<file path="config.mk">
export PLATFORM = sky130hd
export DESIGN_NAME = branch_resolve_unit
export DESIGN_NICKNAME = d
export VERILOG_FILES = /design/src/rtl/branch_pkg.sv /design/src/rtl/branch_resolve_unit_cmp.sv /design/src/rtl/branch_resolve_unit.sv
export SDC_FILE = /design/constraint.sdc
export NUM_CORES = 1
export LEC_CHECK = 0
export BUFFER_PORTS_ARGS = -buffer_cell sky130_fd_sc_hd__buf_4
export CAP_MARGIN = 10
export CORE_ASPECT_RATIO = 1.25
export CORE_UTILIZATION = 40
export CTS_BUF_LIST = sky130_fd_sc_hd__clkbuf_8
export DETAILED_ROUTE_END_ITERATION = 8
export MAX_ROUTING_LAYER = met4
export PLACE_DENSITY = 0.72
export SLEW_MARGIN = 5
export SYNTH_ARGS = -nofsm -noshare
export SYNTH_HDL_FRONTEND = slang
export SYNTH_SLANG_ARGS = --single-unit
</file>
<file path="constraint.sdc">
create_clock -name clk -period 2.65 [get_ports clk]
set_input_delay 0.1325 -clock clk [delete_from_list [all_inputs] [get_ports clk]]
set_output_delay 0.1325 -clock clk [all_outputs]
set_load 0.05 [all_outputs]
</file>
<file path="src/rtl/branch_pkg.sv">
// Shared types and constants for the branch resolution unit.
package branch_pkg;

  typedef enum logic [2:0] {
    F_BEQ  = 3'd0,
    F_BNE  = 3'd1,
    F_BLT  = 3'd4,
    F_BGE  = 3'd5,
    F_BLTU = 3'd6,
    F_BGEU = 3'd7
  } br_func_e;

  localparam int INSN_BYTES = 4;
  localparam int XLEN_MAX   = 64;

  // Redirect is sized for the widest XLEN; narrower builds zero-extend into it.
  typedef struct packed {
    logic                taken;
    logic                mispredict;
    logic                misaligned;
    logic                illegal;
    logic [XLEN_MAX-1:0] redirect;
  } br_res_t;

endpackage

</file>
<file path="src/rtl/branch_resolve_unit_cmp.sv">
// branch_cmp: combinational evaluation of the six RISC-V branch conditions.
module branch_cmp
  import branch_pkg::*;
#(
  parameter int XLEN = 32
) (
  input  logic [2:0]      func,
  input  logic [XLEN-1:0] rs1,
  input  logic [XLEN-1:0] rs2,
  output logic            taken,
  output logic            illegal
);

  logic eq, lt, ltu;

  assign eq  = (rs1 == rs2);
  assign lt  = ($signed(rs1) < $signed(rs2));
  assign ltu = (rs1 < rs2);

  always_comb begin
    taken   = 1'b0;
    illegal = 1'b0;
    case (br_func_e'(func))
      F_BEQ:   taken = eq;
      F_BNE:   taken = !eq;
      F_BLT:   taken = lt;
      F_BGE:   taken = !lt;
      F_BLTU:  taken = ltu;
      F_BGEU:  taken = !ltu;
      default: illegal = 1'b1;
    endcase
  end

endmodule

</file>
<file path="src/rtl/branch_resolve_unit.sv">
// Pipelined branch resolution (1 or 2 stages) with valid/ready on both sides.
// Optional statistics counters are built when BRANCH_STATS_EN is defined.
module branch_resolve_unit
  import branch_pkg::*;
#(
  parameter int XLEN   = 32,
  parameter int STAGES = 1,
  parameter int CNT_W  = 32
) (
  input  logic            clk,
  input  logic            rst_n,
  input  logic            flush,
  input  logic            in_valid,
  output logic            in_ready,
  input  logic [2:0]      in_func,
  input  logic [XLEN-1:0] in_rs1,
  input  logic [XLEN-1:0] in_rs2,
  input  logic [XLEN-1:0] in_pc,
  input  logic [XLEN-1:0] in_imm,
  input  logic            in_pred_taken,
  output logic            out_valid,
  input  logic            out_ready,
  output logic            out_taken,
  output logic            out_mispredict,
  output logic            out_misaligned,
  output logic            out_illegal,
`ifdef BRANCH_STATS_EN
  output logic [CNT_W-1:0] br_count,
  output logic [CNT_W-1:0] mis_count,
`endif
  output logic [XLEN-1:0] out_redirect
);

  logic [STAGES-1:0] vld_pipe;
  logic              adv_out, adv0, in_fire, ld_res;

  logic [2:0]      c_func;
  logic [XLEN-1:0] c_rs1, c_rs2, c_pc, c_imm;
  logic            c_pred;

  assign adv_out   = !vld_pipe[STAGES-1] || out_ready;
  assign adv0      = (STAGES == 1) ? adv_out : (!vld_pipe[0] || adv_out);
  assign in_ready  = !vld_pipe[0] || adv0;
  assign in_fire   = in_valid && in_ready;
  assign out_valid = vld_pipe[STAGES-1];

  generate
    if (STAGES == 1) begin : g_s1
      always_ff @(posedge clk) begin
        if (!rst_n || flush) vld_pipe <= '0;
        else if (adv0)       vld_pipe[0] <= in_valid;
      end

      assign c_func = in_func;
      assign c_rs1  = in_rs1;
      assign c_rs2  = in_rs2;
      assign c_pc   = in_pc;
      assign c_imm  = in_imm;
      assign c_pred = in_pred_taken;
      assign ld_res = in_fire;
    end else begin : g_s2
      logic [2:0]      s0_func;
      logic [XLEN-1:0] s0_rs1, s0_rs2, s0_pc, s0_imm;
      logic            s0_pred;

      // Flush clears the valid bits only; stale operand data is harmless.
      always_ff @(posedge clk) begin
        if (!rst_n || flush) begin
          vld_pipe <= '0;
        end else begin
          if (adv_out) vld_pipe[STAGES-1] <= vld_pipe[0];
          if (adv0)    vld_pipe[0]        <= in_valid;
        end
      end

      always_ff @(posedge clk) begin
        if (!rst_n) begin
          s0_func <= '0;
          s0_rs1  <= '0;
          s0_rs2  <= '0;
          s0_pc   <= '0;
          s0_imm  <= '0;
          s0_pred <= 1'b0;
        end else if (in_fire) begin
          s0_func <= in_func;
          s0_rs1  <= in_rs1;
          s0_rs2  <= in_rs2;
          s0_pc   <= in_pc;
          s0_imm  <= in_imm;
          s0_pred <= in_pred_taken;
        end
      end

      assign c_func = s0_func;
      assign c_rs1  = s0_rs1;
      assign c_rs2  = s0_rs2;
      assign c_pc   = s0_pc;
      assign c_imm  = s0_imm;
      assign c_pred = s0_pred;
      assign ld_res = vld_pipe[0] && adv_out;
    end
  endgenerate

  logic            cmp_taken, cmp_illegal;
  logic [XLEN-1:0] target, fallthru;
  br_res_t         res_d, res_q;

  branch_cmp #(.XLEN(XLEN)) u_cmp (
    .func    (c_func),
    .rs1     (c_rs1),
    .rs2     (c_rs2),
    .taken   (cmp_taken),
    .illegal (cmp_illegal)
  );

  assign target   = c_pc + c_imm;
  assign fallthru = c_pc + XLEN'(INSN_BYTES);

  always_comb begin
    res_d            = '0;
    res_d.taken      = cmp_taken;
    res_d.illegal    = cmp_illegal;
    res_d.mispredict = cmp_taken ^ c_pred;
    res_d.misaligned = cmp_taken & target[1];
    res_d.redirect   = XLEN_MAX'(cmp_taken ? target : fallthru);
  end

  // Result register only loads on a forward move, so it holds under back-pressure.
  always_ff @(posedge clk) begin
    if (!rst_n)      res_q <= '0;
    else if (ld_res) res_q <= res_d;
  end

  assign out_taken      = res_q.taken;
  assign out_mispredict = res_q.mispredict;
  assign out_misaligned = res_q.misaligned;
  assign out_illegal    = res_q.illegal;
  assign out_redirect   = res_q.redirect[XLEN-1:0];

`ifdef BRANCH_STATS_EN
  logic out_fire;
  // An entry leaving in a flush cycle is being killed, so it is not counted.
  assign out_fire = out_valid && out_ready && !flush;

  always_ff @(posedge clk) begin
    if (!rst_n) begin
      br_count  <= '0;
      mis_count <= '0;
    end else if (out_fire) begin
      if (!out_illegal && (br_count != '1))   br_count  <= br_count + CNT_W'(1);
      if (out_mispredict && (mis_count != '1)) mis_count <= mis_count + CNT_W'(1);
    end
  end
`endif

endmodule
</file>
Yosys cells after proc, flatten, opt, wreduce, memory -nomap -nowiden
Cells that the tools add are included.

Register bits after elaboration: 37. Input bits: 137. Output and inout port bits: 38. Logic and storage cells: 32.

Add/subtract/negate cells: 2. Magnitude comparators: 2. Eq/ne operators: 6. Multiplexer cells: 3. Bitwise logic cells: 2. Reduce and logical (&&, ||, !) cells: 11.

Operators with widths (number): less-than comparator 32 bit (2); adder 32 x 3 -> 32 bit, second input constant (1); adder 32 bit (1); == test 32 bit (1); 2-to-1 mux 32 bit (1); == test 3 bit, second input constant (4); one-hot mux 1 bit (6 select lines) (1); OR reduction 6 bit (1); zero test 1 bit (5); == test 3 x 1 -> 1 bit, second input constant (1); zero test 3 bit (1); logical OR 1 bit (3); bitwise AND 1 bit (1); logical AND 1 bit (1); 2-to-1 mux 1 bit (1); bitwise XOR 1 bit (1).

Logic depth before layout (Yosys ltp)
Word-level depth: 4. Gate-level depth with buffers: 13. Gate-level depth less buffers: 12.

By module
Synthesis repeated with hierarchy kept, for this count alone.

Cell total of the unflattened synthesis: 616. Area total of the unflattened synthesis: 4536.9 um2.

Modules (own cells, without submodules): branch_resolve_unit (times used 1, cells an instance 495, area an instance 3666.0 um2, sequential area each 740.7 um2); branch_cmp (times used 1, cells an instance 121, area an instance 870.8 um2, sequential area each 0.0 um2).

Least setup slack after synthesis
No wires, ideal clock.

Kind: reg-to-reg. Start: register vld_pipe (netlist: out_valid). End: register res_q (netlist bit out_redirect[16]). Setup time: 86 ps. Arrival time: 2158 ps. Required time: 2564 ps. Slack: 406 ps. Stages on the path, launching flop included: 7. Path buffers: 3. Period minus slack after synthesis: 2244 ps. Cell sequence: dfxtp_1 -> nand2b_1 -> and2_1 -> clkbuf_1 -> clkbuf_1 -> clkbuf_1 -> a211oi_1.

Cells in the longest elaborated chain, start to end: 4.

RTL lines: from (decl) (RTL line branch_resolve_unit.sv:34) `logic [STAGES-1:0] vld_pipe;`; zero test 1 bit (*) (RTL line branch_resolve_unit.sv:41, branch_resolve_unit.sv:43); logical OR 1 bit (RTL line branch_resolve_unit.sv:41) `assign adv_out = !vld_pipe[STAGES-1] || out_ready;`; logical OR 1 bit (*) (RTL line branch_resolve_unit.sv:43) `assign in_ready = !vld_pipe[0] || adv0;`; net in_ready (RTL line branch_resolve_unit.sv:14) `output logic in_ready,`; logical AND 1 bit (*) (RTL line branch_resolve_unit.sv:44) `assign in_fire = in_valid && in_ready;`; to (signal assigned) (RTL line branch_resolve_unit.sv:131) `else if (ld_res) res_q <= res_d;`; to (decl) (RTL line branch_resolve_unit.sv:106) `br_res_t res_d, res_q;`.

Mark *: on every way through the listed nets, which the timed path passes. The rest lies on a longest branch. A chain may end at the register's enable or synchronous reset.

Worst setup path after layout
Start: input in_pc[0]. End: register res_q (netlist bit out_redirect[28]).

Cells in the longest elaborated chain, start to end: 2. Elaborated cells on any way between the ends: 3. Classes of those cells: add/sub: 2; mux: 1.

RTL lines: from (decl) (RTL line branch_resolve_unit.sv:18) `input logic [XLEN-1:0] in_pc,`; adder 32 x 3 -> 32 bit or adder 32 bit (tied branches) (RTL line branch_resolve_unit.sv:117, branch_resolve_unit.sv:116); 2-to-1 mux 32 bit (*) (RTL line branch_resolve_unit.sv:125) `res_d.redirect = XLEN_MAX'(cmp_taken ? target : fallthru);`.

Mark *: on every way between the ends. The rest lies on a longest branch, timed or not.

==> flow_summary.yaml <==
detailed_routing:
  detail_route.wirelength_um: 14530
  first_pass_iters: 6
  post_drt_wl_per_cell_um: 15.52
  drcViolationCount: 0
  vias_per_cell: 5.545
  routed-via-count: 5190
  detailedRoute.firstIterationViolations: 175
  number_of_routed_nets_with_antenna_violations: 0
sta:
  finalClockSkew_ns: 0.01263
  worst_slew_pin_slew_ns: 0.9024
  setup-violations-final: 0
  worst_slack_ns: 0.2641
  final.min_clock_period_ns: 2.386
  achievable-frequency_mhz: 419.1
  timing_max_transition_violations_final: 0
  rsz0062_at_grt: "no"
  fin_crit_sh_pct: 90.03
  maxSlewHeadroom_pct: 39.77
  setup_total_negative_slack_ns: 0
  hold_violations: 0
clocking:
  post_cts_buffers: 0
  clk_pin_slew_worst_paths_ns: 0.09
  cts_resized: 0
  insertion_delay_of_the_later_clocked_pin_in_the_worst_skew_pair_ns: 0.30
  cts-hold-fix-buffers: 1
  numClockSinks: 37
  total_clock_buffers_created_by_cts: 5
  cts.htree.levels: 2
  cts_tree: "yes"
  cts-root-to-sink-buffers: 2
  root_cell_of_the_clock_tree: "sky130_fd_sc_hd__clkbuf_8"
layout:
  postLayoutCoreUtil_pct: 56.34
  insertedDiodeCount: 0
  final_layout_size_suffix_gt1_share_pct: 27.09
  filler_cell_count: 1051
  area_delta_synth_final_pct: 37.27
  finish.net_count: 1002
floorplan:
  rows: 43
  core_region_area_um2: 11080
  io-pin-count: 175
  floorplan.die_area_um2: 11810
  start_util_pct: 41.05
  chipHeight_um: 121.2
  die_outline_width_um: 97.39
yosys:
  synth_fp_nets: 816
  synth_top_area_share_pct: 17.60
  synth.area.top_cells: "sky130_fd_sc_hd__ha_1 18%, sky130_fd_sc_hd__dfxtp_1 16%, sky130_fd_sc_hd__a21oi_1 6.8%"
  ys_ff_latch: 37
  yosys.cell_count.top_type: "sky130_fd_sc_hd__ha_1"
  synth.cell_area_um2: 4549
  postSynth.asyncResetShare_pct: 0
  synth_top_cell_by_area: "sky130_fd_sc_hd__ha_1"
  synth.avg_cell_area_um2: 7.409
  postSynthCellCount: 614
  seq_area_frac_synth_pct: 16.28
  ys_top_cells_by_count: "64 x sky130_fd_sc_hd__ha_1, 62 x sky130_fd_sc_hd__a21oi_1, 53 x sky130_fd_sc_hd__nor2_1"
  synth_top_flop_cell: "sky130_fd_sc_hd__dfxtp_1"
  synth_enable_flop_cells: 0
  ys_types: 64
  synthesis.yosys.warnings: 0
outcome:
  outcome: "complete, no violations"
setup_path:
  critical_path_peak_fanout: 4
  timing.critical_path.arrival_ns: 2.61
  crit_required_ns: 2.87
  cp_endpoint_kind: "flip-flop"
  crit_path_start_kind: "primary input"
  path_class: "primary input to flip-flop"
placement:
  port_buffers: 174
  post-place-ws_ns: -0.03077
  dpl.hpwl_um: 12010
  finalWeightedCongestion: 0.9309
grt:
  pin_count_of_the_biggest_net_entering_global_routing: 31
  grt_pass1_wl_um: 23430
  grt.overflow.total: 0
  grt_pass1_vias: 5146
  grt.total_usage_pct: 24.77
  antenna_violations_before_repair: 0
pwr:
  finalPower_mw: 2.447
  cellPowerDensity_nw_per_um2: 391.8
  p_leak_nw: 2.976
  ir_drop_mv: 0.2128
worst_hold_path:
  min-delay-path-class: "primary input to flip-flop"
run:
  drv_cap: 0
-- through the flow --
stage / hold WS [ns] / cell area, um^2 / cells
floorplan: 0.2053 / 4549 / 614
global placement: 0.2976 / 6120 / 927
CTS: 0.07380 / 6245 / 936
finish: 0.07636 / 6245 / 936
detailed placement: 0.2995 / 6120 / 927
global route: 0.07986 / 6245 / 936
-- flip-flops by register name, indices dropped and copies added, names as in the netlist --
register	count
out_illegal	1
out_mispredict	1
out_valid	1
out_misaligned	1
out_taken	1
out_redirect	32
-- worst paths after layout --
kind / from / to / slack (ns) / cells past startpoint
hold reg to reg: out_taken / out_taken / 0.46 / 2
setup reg to reg: out_valid / out_redirect[18] / 1.05 / 7
hold / removal: in_valid / out_valid / 0.08 / 3
setup / recovery: in_pc[0] / out_redirect[28] / 0.26 / 13
-- critical path, stage by stage --
cell and delay [ns]:
sky130_fd_sc_hd__buf_4 0.09, sky130_fd_sc_hd__ha_1 0.20, sky130_fd_sc_hd__inv_1 0.07, sky130_fd_sc_hd__fa_1 0.41
sky130_fd_sc_hd__nor2b_1 0.17, sky130_fd_sc_hd__o31a_1 0.18, sky130_fd_sc_hd__a21oi_2 0.10, sky130_fd_sc_hd__a311oi_1 0.42
sky130_fd_sc_hd__o21ai_1 0.17, sky130_fd_sc_hd__a31oi_1 0.22, sky130_fd_sc_hd__xor2_1 0.17, sky130_fd_sc_hd__nand3_1 0.10
sky130_fd_sc_hd__a21oi_1 0.16
-- layer usage --
layer	wire length, um	track usage [%]
met4	336	7.996
met5	0	-
met1	5649	26.86
met3	795	3.226
met2	7743	46.50
-- where the power goes --
part / internal, mW / switching (mW) / leakage (nW)
Combinational: 0.557 / 0.732 / 2.62
Sequential: 0.611 / 0.0346 / 0.306
Clock: 0.282 / 0.231 / 0.0543
Total: 1.45 / 0.998 / 2.98
-- layout by cell type, fill, tap and decap left out, types with 3 or more instances in the layout --
master / n
sky130_fd_sc_hd__buf_4: 195
sky130_fd_sc_hd__ha_1: 64
sky130_fd_sc_hd__a21oi_1: 62
sky130_fd_sc_hd__nor2_1: 53
sky130_fd_sc_hd__nand2_1: 50
sky130_fd_sc_hd__inv_1: 48
sky130_fd_sc_hd__dfxtp_1: 37
sky130_fd_sc_hd__o21ai_0: 36
sky130_fd_sc_hd__nand3_1: 31
sky130_fd_sc_hd__xnor2_1: 30
sky130_fd_sc_hd__xor2_1: 25
sky130_fd_sc_hd__a211oi_1: 15
sky130_fd_sc_hd__nor3_1: 14
sky130_fd_sc_hd__nand4_1: 12
sky130_fd_sc_hd__a21o_1: 11
sky130_fd_sc_hd__and3_1: 10
sky130_fd_sc_hd__a31oi_1: 9
sky130_fd_sc_hd__mux2i_1: 7
sky130_fd_sc_hd__o211ai_1: 6
sky130_fd_sc_hd__o21a_1: 5
sky130_fd_sc_hd__nor2b_1: 5
sky130_fd_sc_hd__clkbuf_8: 5
sky130_fd_sc_hd__nand2b_1: 4
sky130_fd_sc_hd__o21bai_1: 4
sky130_fd_sc_hd__o21ai_1: 4
sky130_fd_sc_hd__and2_1: 3
sky130_fd_sc_hd__and4_1: 3
sky130_fd_sc_hd__o31a_1: 3
-- layout make-up --
type | count | area [um^2] | share of cell area (%)
Clock buffer | 5 | 68.82 | 1.102
Clock inverter | 3 | 46.29 | 0.7413
Inverter | 48 | 180.2 | 2.885
Multi-Input combinational cell | 510 | 3526 | 56.46
Sequential cell | 37 | 740.7 | 11.86
Tap cell | 135 | 168.9 | 2.705
Timing Repair Buffer | 198 | 1514 | 24.24
-- kinds of logic after synthesis --
kind of cell	synth area share (%)
muxes	1.540
xor gates and xnor gates	10.59
adders and majority gates	18.04
AOI/OAI and AO/OA	26.13
buffers and inverters	6.325
DFF	16.28
and+or+nand+nor	21.10
No activity file was read; power rests on OpenSTA's default activity.
